**config.mk**
```make
export PLATFORM = sky130hd
export DESIGN_NAME = uart_tx_param
export DESIGN_NICKNAME = d
export VERILOG_FILES = /design/src/rtl/uart_tx_param.sv
export SDC_FILE = /design/constraint.sdc
export NUM_CORES = 1
export LEC_CHECK = 0
export ABC_CLOCK_PERIOD_IN_PS = 4730
export CAP_MARGIN = 20
export CELL_PAD_IN_SITES_DETAIL_PLACEMENT = 2
export CELL_PAD_IN_SITES_GLOBAL_PLACEMENT = 2
export CORE_MARGIN = 2
export CORE_UTILIZATION = 40
export DETAILED_ROUTE_END_ITERATION = 8
export PLACE_DENSITY = 0.89
export SYNTH_ARGS = -nofsm -noshare
export SYNTH_HDL_FRONTEND = slang
export SYNTH_SLANG_ARGS = --single-unit
```
**constraint.sdc**
```tcl
create_clock -name clk -period 4.73 [get_ports clk]
set_input_delay 0.473 -clock clk [delete_from_list [all_inputs] [get_ports clk]]
set_output_delay 0.473 -clock clk [all_outputs]
set_load 0.05 [all_outputs]
```
**src/rtl/uart_tx_param.sv**
```systemverilog
// Parametrised UART transmitter: start, DATA_W data bits LSB first, optional parity, 1-2 stops.
// Define UART_TX_PARITY_EN to insert the parity bit after the data bits.
module uart_tx_param #(
  parameter int DATA_W     = 8,
  parameter int CLK_DIV    = 2604,
  parameter int STOP_BITS  = 1,
  parameter int PARITY_ODD = 0
) (
  input  logic              clk,
  input  logic              rst,
  input  logic [DATA_W-1:0] tx_data,
  input  logic              tx_vld,
  output logic              tx_rdy,
  output logic              tx,
  output logic              tx_busy,
  output logic              tx_done
);

  localparam int BW = $clog2(CLK_DIV);
  localparam int CW = $clog2(DATA_W + 1);

  typedef enum logic [2:0] {
    IDLE,
    START,
    DATA,
    PARITY,
    STOP
  } state_t;

  state_t state;
  state_t state_nxt;

  logic [BW-1:0]     baud;
  logic [CW-1:0]     bit_cnt;
  logic [DATA_W-1:0] hold;
  logic [DATA_W-1:0] shreg;
  logic              hold_full;
  logic              accept;
  logic              bit_tick;
  logic              last_bit;
  logic              frame_end;
  logic              load;
  logic              tx_nxt;
  logic              busy_nxt;
  logic              done_nxt;

  assign tx_rdy    = ~hold_full & ~rst;
  assign accept    = tx_vld & tx_rdy;
  assign bit_tick  = (state != IDLE) && (baud == BW'(CLK_DIV - 1));
  assign frame_end = (state == STOP) && bit_tick && last_bit;
  assign load      = hold_full && ((state == IDLE) || frame_end);

  always_comb begin
    last_bit = 1'b1;
    if (state == DATA)
      last_bit = (bit_cnt == CW'(DATA_W - 1));
    else if (state == STOP)
      last_bit = (bit_cnt == CW'(STOP_BITS - 1));
  end

  always_comb begin
    state_nxt = state;
    unique case (state)
      IDLE:
        if (hold_full)
          state_nxt = START;
      START:
        if (bit_tick)
          state_nxt = DATA;
      DATA:
        if (bit_tick && last_bit)
`ifdef UART_TX_PARITY_EN
          state_nxt = PARITY;
`else
          state_nxt = STOP;
`endif
      PARITY:
        if (bit_tick)
          state_nxt = STOP;
      STOP:
        if (frame_end)
          state_nxt = hold_full ? START : IDLE;
      default:
        state_nxt = IDLE;
    endcase
  end

`ifdef UART_TX_PARITY_EN
  logic par;

  always_ff @(posedge clk) begin
    if (load)
      par <= (^hold) ^ PARITY_ODD[0];
  end
`endif

  // tx/busy/done are registered from the current state, so they lag it by one clock.
  always_comb begin
    tx_nxt   = 1'b1;
    busy_nxt = (state != IDLE);
    done_nxt = frame_end;
    unique case (state)
      START:  tx_nxt = 1'b0;
      DATA:   tx_nxt = shreg[0];
`ifdef UART_TX_PARITY_EN
      PARITY: tx_nxt = par;
`endif
      default: tx_nxt = 1'b1;
    endcase
  end

  always_ff @(posedge clk) begin
    if (rst) begin
      state     <= IDLE;
      baud      <= '0;
      bit_cnt   <= '0;
      hold_full <= 1'b0;
      tx        <= 1'b1;
      tx_busy   <= 1'b0;
      tx_done   <= 1'b0;
    end else begin
      state   <= state_nxt;
      tx      <= tx_nxt;
      tx_busy <= busy_nxt;
      tx_done <= done_nxt;
      if (state == IDLE || state_nxt != state || bit_tick)
        baud <= '0;
      else
        baud <= baud + 1'b1;
      if (state_nxt != state)
        bit_cnt <= '0;
      else if (bit_tick && (state == DATA || state == STOP))
        bit_cnt <= bit_cnt + 1'b1;
      if (accept)
        hold_full <= 1'b1;
      else if (load)
        hold_full <= 1'b0;
    end
  end

  always_ff @(posedge clk) begin
    if (accept)
      hold <= tx_data;
    if (load)
      shreg <= hold;
    else if (state == DATA && bit_tick)
      shreg <= shreg >> 1;
  end

endmodule

```
==> reports/qor.txt <==
============================================================================
Achievable frequency ..........................................    0.368 GHz
Area of the die ...............................................   4890 sq um
Beginning of the worst register-to-register path .............. baud[0]$_SDFF_PP0_
Share of the synthesized area in the top cell type ............        27.6%
Ys async rst share ............................................           0%
Average detailed-routed wire length per instance ..............      20.6 um
Cells resized by post-CTS repair ..............................            0
Number of inserted filler cells in the final layout ...........          418
RSZ-0062 raised after global routing ..........................           no
Uppermost signal routing layer after detailed routing .........         met4
Crit path max-delay cell type ................................. sky130_fd_sc_hd__o21a_1
Area growth, synth to finish ..................................        17.5%
Vias per Instance .............................................         5.53
Area share of fa/ha/maj cells after synthesis .................        2.16%
Startpoint class of the critical path .........................     register
Iteration-0 DRC Markers .......................................           51
Distinct cell type count of the synthesized netlist ...........           37
Number of top-level pins ......................................           15
Result of the run ............................................. finished clean
Number of nets still failing antenna checks after routing .....            0
Reg2reg end ................................................... shreg[6]$_DFFE_PP_
Inserted Clock Buffers ........................................            5
First-pass GRT wire length ....................................      7600 um
Cell chain of the critical path ............................... ha_1 > nand4bb_1 > nor4_4 > o21a_1 > a41o_1
Most frequent cell after synthesis ............................ sky130_fd_sc_hd__nor2_1
Antenna violations before repair ..............................            0
Final count of pins violating max slew ........................            0
Final Hold Vio Count ..........................................            0
Nets ..........................................................          187
Hold path startpoint .......................................... baud[0]$_SDFF_PP0_
Mux share of post-synthesis cell area .........................        7.19%
1st-pass router iterations ....................................            4
Post-synth EDFFs ..............................................           16
Register area share after synthesis ...........................        54.1%
Worst Setup Path Type ......................................... register to register
Clock network latency to the later pin of the worst-skew pair .      0.29 ns
Xor/xnor share of the synthesized area ........................        7.05%
Post-route design area ........................................   2040 sq um
Post-DP HPWL ..................................................      3450 um
Post-place instance area ......................................   1910 sq um
Met2 WL post-DR ...............................................      2520 um
Number of setup violations in the final report ................            0
Hold crit path type ........................................... register to register
Data required time at the worst endpoint ......................      4.68 ns
DRC violation count after routing .............................            0
Ratio of cells with drive above 1 in the final layout .........        10.9%
Leakage .......................................................     0.717 nW
Register-to-register path setup slack .........................      2.02 ns
Cell Pwr Density ..............................................  372 nW/um^2
Worst Setup End Kind ..........................................     register
Placer Congestion .............................................        0.810
DRT met1 WL ...................................................      1630 um
Routed wl met3 ................................................       197 um
Clock Path Buffers ............................................            2
Overflow left after global routing ............................            0
Post-Synthesis Net Count ......................................          172
Synth Area per Inst ...........................................   11.0 sq um
Initial Utilization ...........................................        42.6%
Synth Area in Compound Gates ..................................        5.25%
Worst EP arrival ..............................................      2.67 ns
Fin Clk Skew ..................................................   0.00589 ns
Via count .....................................................         1239
Final worst path period need ..................................      2.71 ns
Number of standard cells after synthesis ......................          158
Die extent in y ...............................................      70.0 um
Count of H-tree levels built during CTS .......................            2
Worst-case vdd ir drop ........................................     0.215 mV
Critical Path Max Stage Delay .................................      0.49 ns
Final Cycle Share .............................................        57.4%
Core Box Area .................................................   4090 sq um
Worst Hold Endpoint ........................................... baud[0]$_SDFF_PP0_
Setup TNS .....................................................         0 ns
Leading area contributor after synthesis ...................... sky130_fd_sc_hd__edfxtp_1
TritonCTS clock tree ..........................................        built
# hold bufs at CTS ............................................            0
Max-cap violations ............................................            0
Area of the mapped netlist ....................................   1740 sq um
Die X-Extent ..................................................      70.0 um
Count of buffers inserted at the top-level ports ..............           14
Clock root buffer ............................................. sky130_fd_sc_hd__clkbuf_8
Slew at the pin closest to its max-slew limit .................     0.507 ns
Most used flip-flop cell after synthesis ...................... sky130_fd_sc_hd__dfxtp_1
Fraction of the mapped netlist area in simple logic gates .....        21.0%
Total number of placement rows ................................           23
Commonest cells post-synth .................................... sky130_fd_sc_hd__nor2_1 (25), sky130_fd_sc_hd__dfxtp_1 (23), sky130_fd_sc_hd__edfxtp_1 (16), sky130_fd_sc_hd__nand3_1 (9), sky130_fd_sc_hd__xnor2_1 (8)
Synth area leaders ............................................ sky130_fd_sc_hd__edfxtp_1 (28%), sky130_fd_sc_hd__dfxtp_1 (26%), sky130_fd_sc_hd__mux2_4 (6.0%), sky130_fd_sc_hd__nor2_1 (5.4%), sky130_fd_sc_hd__xnor2_1 (4.0%)
Diode insertion count for antenna repair ......................            0
Worst Reg2Reg Path Length in Cells ............................            5
# Post-CTS Setup Buffers ......................................            0
Via count of the first global-routing pass ....................         1452
Pin count of the biggest net entering global routing ..........           13
Hold Crit Depth ...............................................            1
Highest net fanout along the worst path .......................            9
CTS clock-pin slew for the worst setup and hold paths .........      0.08 ns
Worst rel slew slack ..........................................        65.9%
Global-route total usage across every layer ...................        20.9%
Count of state elements after synthesis .......................           39
Clock Sink Count ..............................................           39
CP Launch Point ............................................... baud[0]$_SDFF_PP0_
Routed wire length ............................................      4610 um
Main combinational cell family by area after synthesis ........ simple AND/OR/NAND/NOR gates
Total of warnings raised by yosys .............................            0
============================================================================
-- worst max-delay path by stage --
stage / end / slack (ns)
floorplan: shreg[0]$_DFFE_PP_ / 2.66
global placement: tx_rdy / 2.23
detailed placement: shreg[4]$_DFFE_PP_ / 2.00
CTS: shreg[5]$_DFFE_PP_ / 2.00
global route: shreg[6]$_DFFE_PP_ / 1.85
finish: shreg[6]$_DFFE_PP_ / 2.02
-- worst max-delay path: cells and delay by family, from the launching register on --
family                     cells  cell delay (ns)
DFF                            1             0.36
AOI/OAI and AO/OA              2             0.90
adders and majority gates      1             0.28
and+or+nand+nor                2             0.84
-- power by group --
| group | leakage (nW) | total (W) | switching (W) | internal (W) |
|---|---|---|---|---|
| Sequential | 0.336 | 0.000371 | 0.00000699 | 0.000364 |
| Combinational | 0.315 | 0.0000589 | 0.0000314 | 0.0000275 |
| Clock | 0.0654 | 0.000330 | 0.000119 | 0.000211 |
| Total | 0.717 | 0.000761 | 0.000158 | 0.000603 |
-- layout by cell type, fill, tap and decap left out, types with 2 or more instances in the layout --
cell type | netlist | final
sky130_fd_sc_hd__a21oi_1 | 3 | 3
sky130_fd_sc_hd__and2_1 | 3 | 3
sky130_fd_sc_hd__bufinv_16 | 0 | 2
sky130_fd_sc_hd__clkbuf_8 | 0 | 5
sky130_fd_sc_hd__clkdlybuf4s50_1 | 0 | 14
sky130_fd_sc_hd__dfxtp_1 | 23 | 23
sky130_fd_sc_hd__edfxtp_1 | 16 | 16
sky130_fd_sc_hd__ha_1 | 3 | 3
sky130_fd_sc_hd__inv_1 | 6 | 6
sky130_fd_sc_hd__mux2_4 | 7 | 7
sky130_fd_sc_hd__mux2i_1 | 2 | 2
sky130_fd_sc_hd__nand2_1 | 6 | 6
sky130_fd_sc_hd__nand2b_1 | 2 | 2
sky130_fd_sc_hd__nand3_1 | 9 | 9
sky130_fd_sc_hd__nand4_1 | 2 | 2
sky130_fd_sc_hd__nand4bb_1 | 2 | 2
sky130_fd_sc_hd__nor2_1 | 25 | 25
sky130_fd_sc_hd__nor3b_1 | 2 | 2
sky130_fd_sc_hd__nor4_1 | 3 | 3
sky130_fd_sc_hd__o21a_1 | 2 | 2
sky130_fd_sc_hd__o21ai_0 | 5 | 5
sky130_fd_sc_hd__o22ai_1 | 2 | 2
sky130_fd_sc_hd__or3_1 | 3 | 3
sky130_fd_sc_hd__xnor2_1 | 8 | 8
sky130_fd_sc_hd__xor2_1 | 6 | 6
-- metal layers --
| metal | global-route usage, % | vias up |
|---|---|---|
| met4 | 12.8 | 0 |
| met3 | 7.65 | 20 |
| li1 | - | 579 |
| met5 | 0 | - |
| met1 | 19.7 | 603 |
| met2 | 38.1 | 37 |
-- layout make-up --
type / count / area, sq um / share of cell area (%)
Multi-Input combinational cell: 106 / 742 / 36.3
Tap cell: 50 / 62.6 / 3.06
Inverter: 7 / 26.3 / 1.29
Timing Repair Buffer: 14 / 140 / 6.85
Clock buffer: 6 / 72.6 / 3.55
Clock inverter: 2 / 60.1 / 2.94
Sequential cell: 39 / 941 / 46.0
-- metrics by stage --
step | setup WS (ns) | power [W] | cells | hold WS, ns | utilization [%]
floorplan | 2.66 | 0.000416 | 158 | 0.418 | -
global placement | 2.23 | 0.000431 | 216 | 0.430 | 46.8
detailed placement | 2.00 | 0.000438 | 216 | 0.440 | 46.8
CTS | 2.00 | 0.000767 | 224 | 0.458 | 50.0
global route | 1.85 | 0.000786 | 224 | 0.478 | 50.0
finish | 2.02 | 0.000761 | 224 | 0.450 | 50.0
-- registers in the layout, summed over array words and instances, names as in the netlist, 3 cells and up --
name and flops:
state 3, shreg 8, bit_cnt 4, baud 12
hold 8
-- logic make-up after synthesis --
group	count (synthesis)
buf+inv	13
xor+xnor	14
compound gates	15
flops	39
mux	9
fa+ha+maj	3
simple gates	65
No activity file was read; power rests on OpenSTA's default activity.
